$ cat src/rtl/i2s_sample_tx.sv
// Purpose     : I2S transmitter that sends one mono sample per frame on both slots, MSB-first.
// Latency     : a fetched sample's MSB appears on sdata_o at the same SCLK fall tick that fetches it.
// Backpressure: none; ready_o is a one-cycle request per frame, and a low valid_i repeats the old sample.
//
// Ports:
//   clk_i       system clock, rising edge
//   reset_n_i   asynchronous active-low reset
//   data_i      signed sample from the generator (width_p bits)
//   valid_i     data_i valid; only looked at while ready_o is high
//   ready_o     one-cycle fetch request, once per frame
//   sclk_o      I2S bit clock (clk_i / (2*clk_div_p))
//   lrclk_o     I2S word select, 0 = left, 1 = right
//   sdata_o     I2S serial data; changes on SCLK falling edges
//   underrun_o  one-cycle pulse when a fetch finds valid_i low
module i2s_sample_tx #(
  parameter int width_p      = 12,
  parameter int slot_width_p = 16,
  parameter int clk_div_p    = 4
) (
  input  logic               clk_i,
  input  logic               reset_n_i,
  input  logic [width_p-1:0] data_i,
  input  logic               valid_i,
  output logic               ready_o,
  output logic               sclk_o,
  output logic               lrclk_o,
  output logic               sdata_o,
  output logic               underrun_o
);

  localparam int frame_bits_lp = 2 * slot_width_p;
  localparam int bw_lp         = $clog2(frame_bits_lp);
  localparam int dw_lp         = (clk_div_p > 1) ? $clog2(clk_div_p) : 1;
  localparam int pw_lp         = (slot_width_p > 1) ? $clog2(slot_width_p) : 1;

  logic [dw_lp-1:0]        div_q, div_nxt;
  logic                    sclk_q;
  logic [bw_lp-1:0]        b_q, b_nxt;
  logic                    lrclk_q, lrclk_nxt;
  logic                    sdata_q, sdata_nxt;
  logic [width_p-1:0]      sample_q, sample_nxt;
  logic                    wrap;
  logic                    fall_tick;
  logic [bw_lp-1:0]        q_idx;
  logic [pw_lp-1:0]        pos;
  logic [slot_width_p-1:0] slot_bits;
  logic [slot_width_p-1:0] slot_shift;

  always_comb begin
    wrap       = (div_q == dw_lp'(clk_div_p - 1));
    div_nxt    = wrap ? '0 : div_q + dw_lp'(1);
    fall_tick  = wrap & sclk_q;

    // Fetch happens on the fall tick that moves b from 0 to 1.
    ready_o    = fall_tick & (b_q == '0);
    underrun_o = ready_o & ~valid_i;
    sample_nxt = (ready_o & valid_i) ? data_i : sample_q;

    b_nxt      = (b_q == bw_lp'(frame_bits_lp - 1)) ? '0 : b_q + bw_lp'(1);
    lrclk_nxt  = (b_nxt >= bw_lp'(slot_width_p));

    // One-bit delay: the bit shown at index b belongs to slot position (b-1) mod slot.
    q_idx      = (b_nxt == '0) ? bw_lp'(frame_bits_lp - 1) : b_nxt - bw_lp'(1);
    pos        = pw_lp'((q_idx >= bw_lp'(slot_width_p)) ? q_idx - bw_lp'(slot_width_p) : q_idx);

    // MSB-align the sample in the slot; pad positions shift in zeros.
    slot_bits  = slot_width_p'(sample_nxt) << (slot_width_p - width_p);
    slot_shift = slot_bits << pos;
    sdata_nxt  = slot_shift[slot_width_p-1];
  end

  always_ff @(posedge clk_i or negedge reset_n_i) begin
    if (!reset_n_i) begin
      div_q    <= '0;
      sclk_q   <= 1'b0;
      b_q      <= '0;
      lrclk_q  <= 1'b0;
      sdata_q  <= 1'b0;
      sample_q <= '0;
    end else begin
      div_q    <= div_nxt;
      sample_q <= sample_nxt;
      if (wrap) begin
        sclk_q <= ~sclk_q;
      end
      if (fall_tick) begin
        b_q     <= b_nxt;
        lrclk_q <= lrclk_nxt;
        sdata_q <= sdata_nxt;
      end
    end
  end

  assign sclk_o  = sclk_q;
  assign lrclk_o = lrclk_q;
  assign sdata_o = sdata_q;

endmodule

$ cat config.mk
export PLATFORM = sky130hd
export DESIGN_NAME = i2s_sample_tx
export DESIGN_NICKNAME = d
export VERILOG_FILES = /design/src/rtl/i2s_sample_tx.sv
export SDC_FILE = /design/constraint.sdc
export NUM_CORES = 1
export LEC_CHECK = 0
export BUFFER_PORTS_ARGS = -buffer_cell sky130_fd_sc_hd__buf_2
export CAP_MARGIN = 20
export CORE_MARGIN = 2
export CORE_UTILIZATION = 50
export CTS_CLUSTER_SIZE = 24
export DETAILED_ROUTE_END_ITERATION = 16
export PLACE_DENSITY = 0.74
export RECOVER_POWER = 25
export SYNTH_ARGS = -nofsm -noshare
export SYNTH_HDL_FRONTEND = slang
export SYNTH_SLANG_ARGS = --single-unit
$ cat constraint.sdc
create_clock -name clk_i -period 2.85 [get_ports clk_i]
set_clock_uncertainty 0.15 [all_clocks]
set_input_delay 0 -clock clk_i [delete_from_list [all_inputs] [get_ports clk_i]]
set_output_delay 0 -clock clk_i [all_outputs]
set_load 0.03 [all_outputs]
==> reports/results.ini, run 1 <==
[floorplan]
start_util_pct=52.5
die_area_um2=3020
io-pin-count=20
rows=18
die_w_um=55.0
core_area_um2=2480
chipHeight_um=55.0

[power]
switchingPower_w=0.000122
p_int_w=0.000390
p_seq_share_pct=60.7
p_clk_share_pct=29.2
p_leak_nw=0.752
irDropWorstVdd_mv=0.286
p_comb_share_pct=10.0
p_per_area_nw_per_um2=312
swShare_pct=23.9

[global_routing]
grt_pass1_vias=942
antenna_found_initial=0
grt_max_degree=22
overflow=0
grt_pass1_wl_um=3950
track_usage_pct=18.5

[routing]
dr.pass1.iters=3
post-route-drc-count=0
highest_layer=met4
vias_per_cell=5.34
detail-route-antenna-nets=0
wl_met3_um=57
met2_length_um=1240
dr_total_vias=955
avgRoutedWirePerCell_um=13.8
wl_met1_um=1150
drt_iter0_markers=4
routed_wl_um=2480

[yosys]
synth-simple-area-share_pct=11.8
synth_warnings=0
synth_top_family_by_area=multiplexers
syn_avg_cell_area_um2=11.7
synth_area_um2=1300
synth_cells=111
syn_nets=132
synth_xor_area_share_pct=2.02
synth.distinct_cells=34
ys_seq_area_share_pct=40.4
synth_compound_area_share_pct=7.80
synthAdderAreaFrac_pct=5.77
muxShareOfSynthArea_pct=27.0
ys_ff_latch=21

[cts]
clk_pin_slew_ps=120
clk_path_buf_depth=2
clk_latency_ps=310
cts_buffers=3
clock_sinks=21
h-tree-depth=1
cts_tree=done
cts-root-buf=clkbuf_4

[job]
drv_cap=0

[timing]
relSlewSlack_pct=24.4
setup_viol=0
min_period_ps=2700
rsz0062_at_grt=no
slew_viol_final=0
hold_violations=0
fin_crit_sh_pct=94.6
fin_setup_tns_ps=0
fmax_ghz=0.371
tightest_slew_ps=1130

[setup_path]
start_kind=register
path_max_fanout=8
cp_data_required_time_ps=2930
end_kind=register
arrival_ps=2780
crit_type=reg2reg
worst_r2r_path_depth=11

[final_layout]
fin_area_um2=1640
nets=171
final_cell_mix=21 x dfrtp_1, 18 x buf_2, 13 x mux2i_1, 13 x dlygate4sd3_1, 12 x mux2_1
mostFrequentLayoutCell=dfrtp_1
diodes=0
layout-drive-gt1-share_pct=32.9
syn2layout_area_growth_pct=26.3

[placed_design]
io_buffers=19
dpl_cell_area_um2=1410
gp_congestion=0.870
dpl.hpwl_um=1730

[min_path]
hold_path_class=in2reg
worstHoldPathCells=3

[run_status]
status=complete, no violations

-- cell type report --
cell class / instances / area [um2]
fillers: 210 / 836
clock inverters: 1 / 5.00
clock buffers: 3 / 22.5
repair buffers: 39 / 277
multi-input cells: 81 / 759
flip-flops and latches: 21 / 526
well taps: 30 / 37.5
inverters: 4 / 15.0
-- what timing repair did --
action,4_1_cts,5_1_grt
hold buffers,13,0
gates resized for setup,1,10
buffers inserted,2,1
endpoints found under the hold margin,33,0
setup endpoints to repair,1,1
pin swaps,2,3
-- worst paths after layout --
kind | startpoint | endpoint | slack (ps)
worst max-delay path | b_q[1] | sdata_o | 150
worst min-delay path | valid_i | sample_q[0] | 120
worst max register to register | b_q[1] | sdata_o | 150
worst min register to register | div_q[0] | div_q[0] | 290
max in group asynchronous | reset_n_i | sample_q[0] | 1610
min in group asynchronous | reset_n_i | sample_q[10] | 270
-- synthesized netlist by cell type --
library cell | count | share of area [%]
nand2b_1 | 1 | 0.48
clkbuf_1 | 1 | 0.29
nor2b_1 | 4 | 1.9
mux2i_1 | 13 | 10
a221oi_2 | 1 | 1.2
nor4bb_1 | 1 | 0.77
nor3b_1 | 1 | 0.58
buf_12 | 1 | 1.5
buf_2 | 1 | 0.38
nand2_1 | 6 | 1.7
buf_6 | 2 | 1.7
a211oi_2 | 1 | 0.96
xor2_1 | 2 | 1.3
mux2_4 | 2 | 2.3
o211ai_1 | 4 | 2.3
mux2_1 | 12 | 10
a31oi_1 | 1 | 0.48
xnor2_1 | 1 | 0.67
and3_1 | 2 | 0.96
o21ai_1 | 3 | 1.2
mux2_2 | 5 | 4.3
o31ai_1 | 1 | 0.58
ha_1 | 6 | 5.8
and4_1 | 1 | 0.67
nor4b_2 | 1 | 1.2
nand3_1 | 2 | 0.77
inv_1 | 4 | 1.2
a21oi_1 | 1 | 0.38
dfrtp_1 | 21 | 40
o21ai_0 | 2 | 0.77
or2_1 | 1 | 0.48
nor4_1 | 2 | 0.96
nor2_1 | 3 | 0.87
or2_2 | 1 | 0.48
-- flip-flops by register name, summed over array words and instances (netlist names) --
register	count
sdata_o	1
div_q	2
sample_q	12
b_q	5
sclk_o	1
-- critical path: stages, from the launching register on --
cell and delay [ps]:
dfrtp_1 420, ha_2 190, and3_4 180, ha_4 180, or2_4 240, ha_1 190
nor2b_2 180, a211oi_4 280, buf_4 160, o211ai_1 70, nor4bb_2 190, o211ai_1 180
-- metal layers --
metal	global-route usage, %	vias up
met5	0	-
met4	7.32	0
met2	31.7	16
met1	23.0	453
met3	3.23	5
li1	-	481
-- cell families (layout without fill, tap and decap cells) --
group / after synthesis / in the layout
mux: 32 / 32
simple gates: 26 / 26
flops: 21 / 21
compound gates: 14 / 14
buf+inv: 9 / 47
fa+ha+maj: 6 / 6
xor+xnor: 3 / 3
-- metrics by stage --
stage | instances | total power [W] | utilization [%] | setup WS, ps | hold slack, ps
finish | 179 | 0.000513 | 66.3 | 154 | 123
global placement | 159 | 0.000353 | 57.0 | 180 | -172
global route | 179 | 0.000536 | 66.3 | 24.9 | 132
floorplan | 111 | 0.000333 | - | 3.76 | -446
detailed placement | 159 | 0.000355 | 57.0 | -11.5 | -163
CTS | 178 | 0.000516 | 64.0 | 6.79 | 21.1
-- power groups by stage --
| stage | sequential (W) | clock [W] | combinational, W |
|---|---|---|---|
| finish | 0.000311 | 0.000150 | 0.0000513 |
| global route | 0.000313 | 0.000166 | 0.0000573 |
| CTS | 0.000311 | 0.000153 | 0.0000512 |
| detailed placement | 0.000317 | 0 | 0.0000377 |
| global placement | 0.000316 | 0 | 0.0000360 |
| floorplan | 0.000317 | 0 | 0.0000158 |
Power figures use the tool's default switching activity.
==> inputs of run 2 (changes only) <==
--- a/config.mk
+++ b/config.mk
@@ -8,10 +8,9 @@
 export BUFFER_PORTS_ARGS = -buffer_cell sky130_fd_sc_hd__buf_2
 export CAP_MARGIN = 20
 export CORE_MARGIN = 2
-export CORE_UTILIZATION = 50
+export CORE_UTILIZATION = 31
 export CTS_CLUSTER_SIZE = 24
 export DETAILED_ROUTE_END_ITERATION = 16
-export PLACE_DENSITY = 0.74
 export RECOVER_POWER = 25
 export SYNTH_ARGS = -nofsm -noshare
 export SYNTH_HDL_FRONTEND = slang
==> reports/results.ini, run 2 (synthesis results as in run 1) <==
[run_status]
status=complete, no violations

[placed_design]
io_buffers=19  ; unchanged
dpl_cell_area_um2=1440  ; +2.3%
gp_congestion=0.811  ; -6.8%
dpl.hpwl_um=1880  ; +9.0%

[routing]
drt_iter0_markers=20  ; +16
dr.pass1.iters=4  ; +1
post-route-drc-count=0  ; unchanged
avgRoutedWirePerCell_um=12.6  ; -9.0%
routed_wl_um=2510  ; +1.1%
detail-route-antenna-nets=0  ; unchanged
vias_per_cell=4.83  ; -9.5%
dr_total_vias=961  ; +0.63%

[global_routing]
antenna_found_initial=0  ; unchanged
grt_pass1_vias=956  ; +1.5%
track_usage_pct=12.0  ; -6.5 points
grt_pass1_wl_um=4130  ; +4.6%
overflow=0  ; unchanged
grt_max_degree=22  ; unchanged

[power]
p_per_area_nw_per_um2=339  ; +8.6%
p_total_w=0.000560  ; +9.2%
p_leak_nw=0.763  ; +1.5%
irDropWorstVdd_mv=0.318  ; +11%

[final_layout]
nets=171  ; unchanged
final_util_pct=41.0  ; -25 points
layout-drive-gt1-share_pct=29.5  ; -3.4 points
final_cell_mix=21 x dfrtp_1, 18 x buf_2, 13 x mux2i_1, 13 x dlygate4sd3_1, 12 x mux2_1
top_register=sample_q
fillCellCount=425  ; +100%
syn2layout_area_growth_pct=27.0
mostFrequentLayoutCell=dfrtp_1
fin_area_um2=1650  ; +0.61%
diodes=0  ; unchanged
reg_top3=sample_q: 12 flops, b_q: 5 flops, div_q: 2 flops
largest_reg_flops=12  ; unchanged

[timing]
fmax_ghz=0.367  ; -1.1%
setup_viol=0  ; unchanged
fin_crit_sh_pct=95.6  ; +1.1 points
relSlewSlack_pct=22.6  ; -1.7 points
hold_violations=0  ; unchanged
min_period_ps=2730  ; +30.1 ps
slew_viol_final=0  ; unchanged
tightest_slew_ps=1160  ; +25.7 ps
fin_setup_tns_ps=0  ; unchanged
rsz0062_at_grt=no

[setup_path]
arrival_ps=2710  ; -70 ps
r2r_end=sdata_o
crit_chain=ha_2 -> and3_1 -> ha_1 -> buf_4 -> nand2b_4 -> ha_1 -> nor2b_1 -> a211oi_2 -> nor4_1 -> nor4bb_1 -> o211ai_1
cp_common_cell=ha_1
path_max_fanout=7  ; -1
worst_r2r_path_depth=11  ; unchanged
crit_type=reg2reg
end_kind=register
r2r_setup_slack_ps=120  ; -30 ps
reg2reg_from=b_q[1]
critPathMaxStageDelay_ps=410  ; about the same
cp_slowest_cell=dfrtp_1
cp_data_required_time_ps=2840  ; -90 ps
start_kind=register

[cts]
clk_latency_ps=260  ; -50 ps
clk_pin_slew_ps=80  ; -40 ps
h-tree-depth=1  ; unchanged
cts_buffers=3  ; unchanged
cts_tree=done
cts-root-buf=clkbuf_8
clock_sinks=21  ; unchanged
clk_path_buf_depth=2  ; unchanged

[floorplan]
start_util_pct=32.3  ; -20 points
core_area_um2=4030  ; +63%
die_area_um2=4730  ; +56%
chipHeight_um=68.8  ; +25%
rows=23  ; +5
io-pin-count=20  ; unchanged
die_w_um=68.8  ; +25%

[min_path]
worstHoldPathCells=3  ; unchanged
min_from=valid_i
whs_endpoint=underrun_o
hold_path_class=in2out

[job]
drv_cap=0  ; unchanged

[run 2: worst max path at each step]
stage               slack, ps    from       to
global placement          160  b_q[1]  sdata_o
detailed placement         50  b_q[1]  sdata_o
global route                2  b_q[1]  sdata_o
finish                    120  b_q[1]  sdata_o
CTS                        40  b_q[1]  sdata_o
floorplan                   4  b_q[0]  sdata_o
[run 2: report_power, final]
group	switching, W	internal (W)	total (W)
Combinational	0.0000203	0.0000301	0.0000504
Clock	0.000101	0.0000975	0.000198
Sequential	0.00000430	0.000307	0.000311
[run 2: timing repair]
action                     4_1_cts  5_1_grt
buffers inserted                 0        2
hold buffers                    13        0
setup endpoints to repair        0        1
resized for setup                0        4
hold endpoints to repair        33        0
[run 2: through the flow]
step | cells | setup WS, ps | hold slack, ps
3_5_place_dp | 180 | 52.3 | -164
5_1_grt | 199 | 1.60 | 167
4_1_cts | 197 | 36.2 | 79.1
3_3_place_gp | 180 | 158 | -173
6_report | 199 | 124 | 146
2_1_floorplan | 111 | 3.76 | -446
[run 2: layout make-up]
type	count	area [um2]	share of cell area, %
multi-input combinational	81	726	43.9
timing repair buffer	39	277	16.7
clock buffer	3	41.3	2.50
inverter	4	15.0	0.909
clock inverter	1	5.00	0.303
sequential	21	526	31.8
tap	50	62.6	3.79
[run 2: worst max-delay path: cells and delay by family, from the launching register on]
family / cells / cell delay, ps
flops: 1 / 410
simple gates: 5 / 880
fa+ha+maj: 3 / 540
buf+inv: 1 / 160
compound gates: 2 / 460
[run 2: metal layers]
metal	part of all wire (%)	GRT usage (%)
met5	0	0
met4	1.8	5.88
met3	3.1	1.95
met2	52	20.9
met1	43	14.3
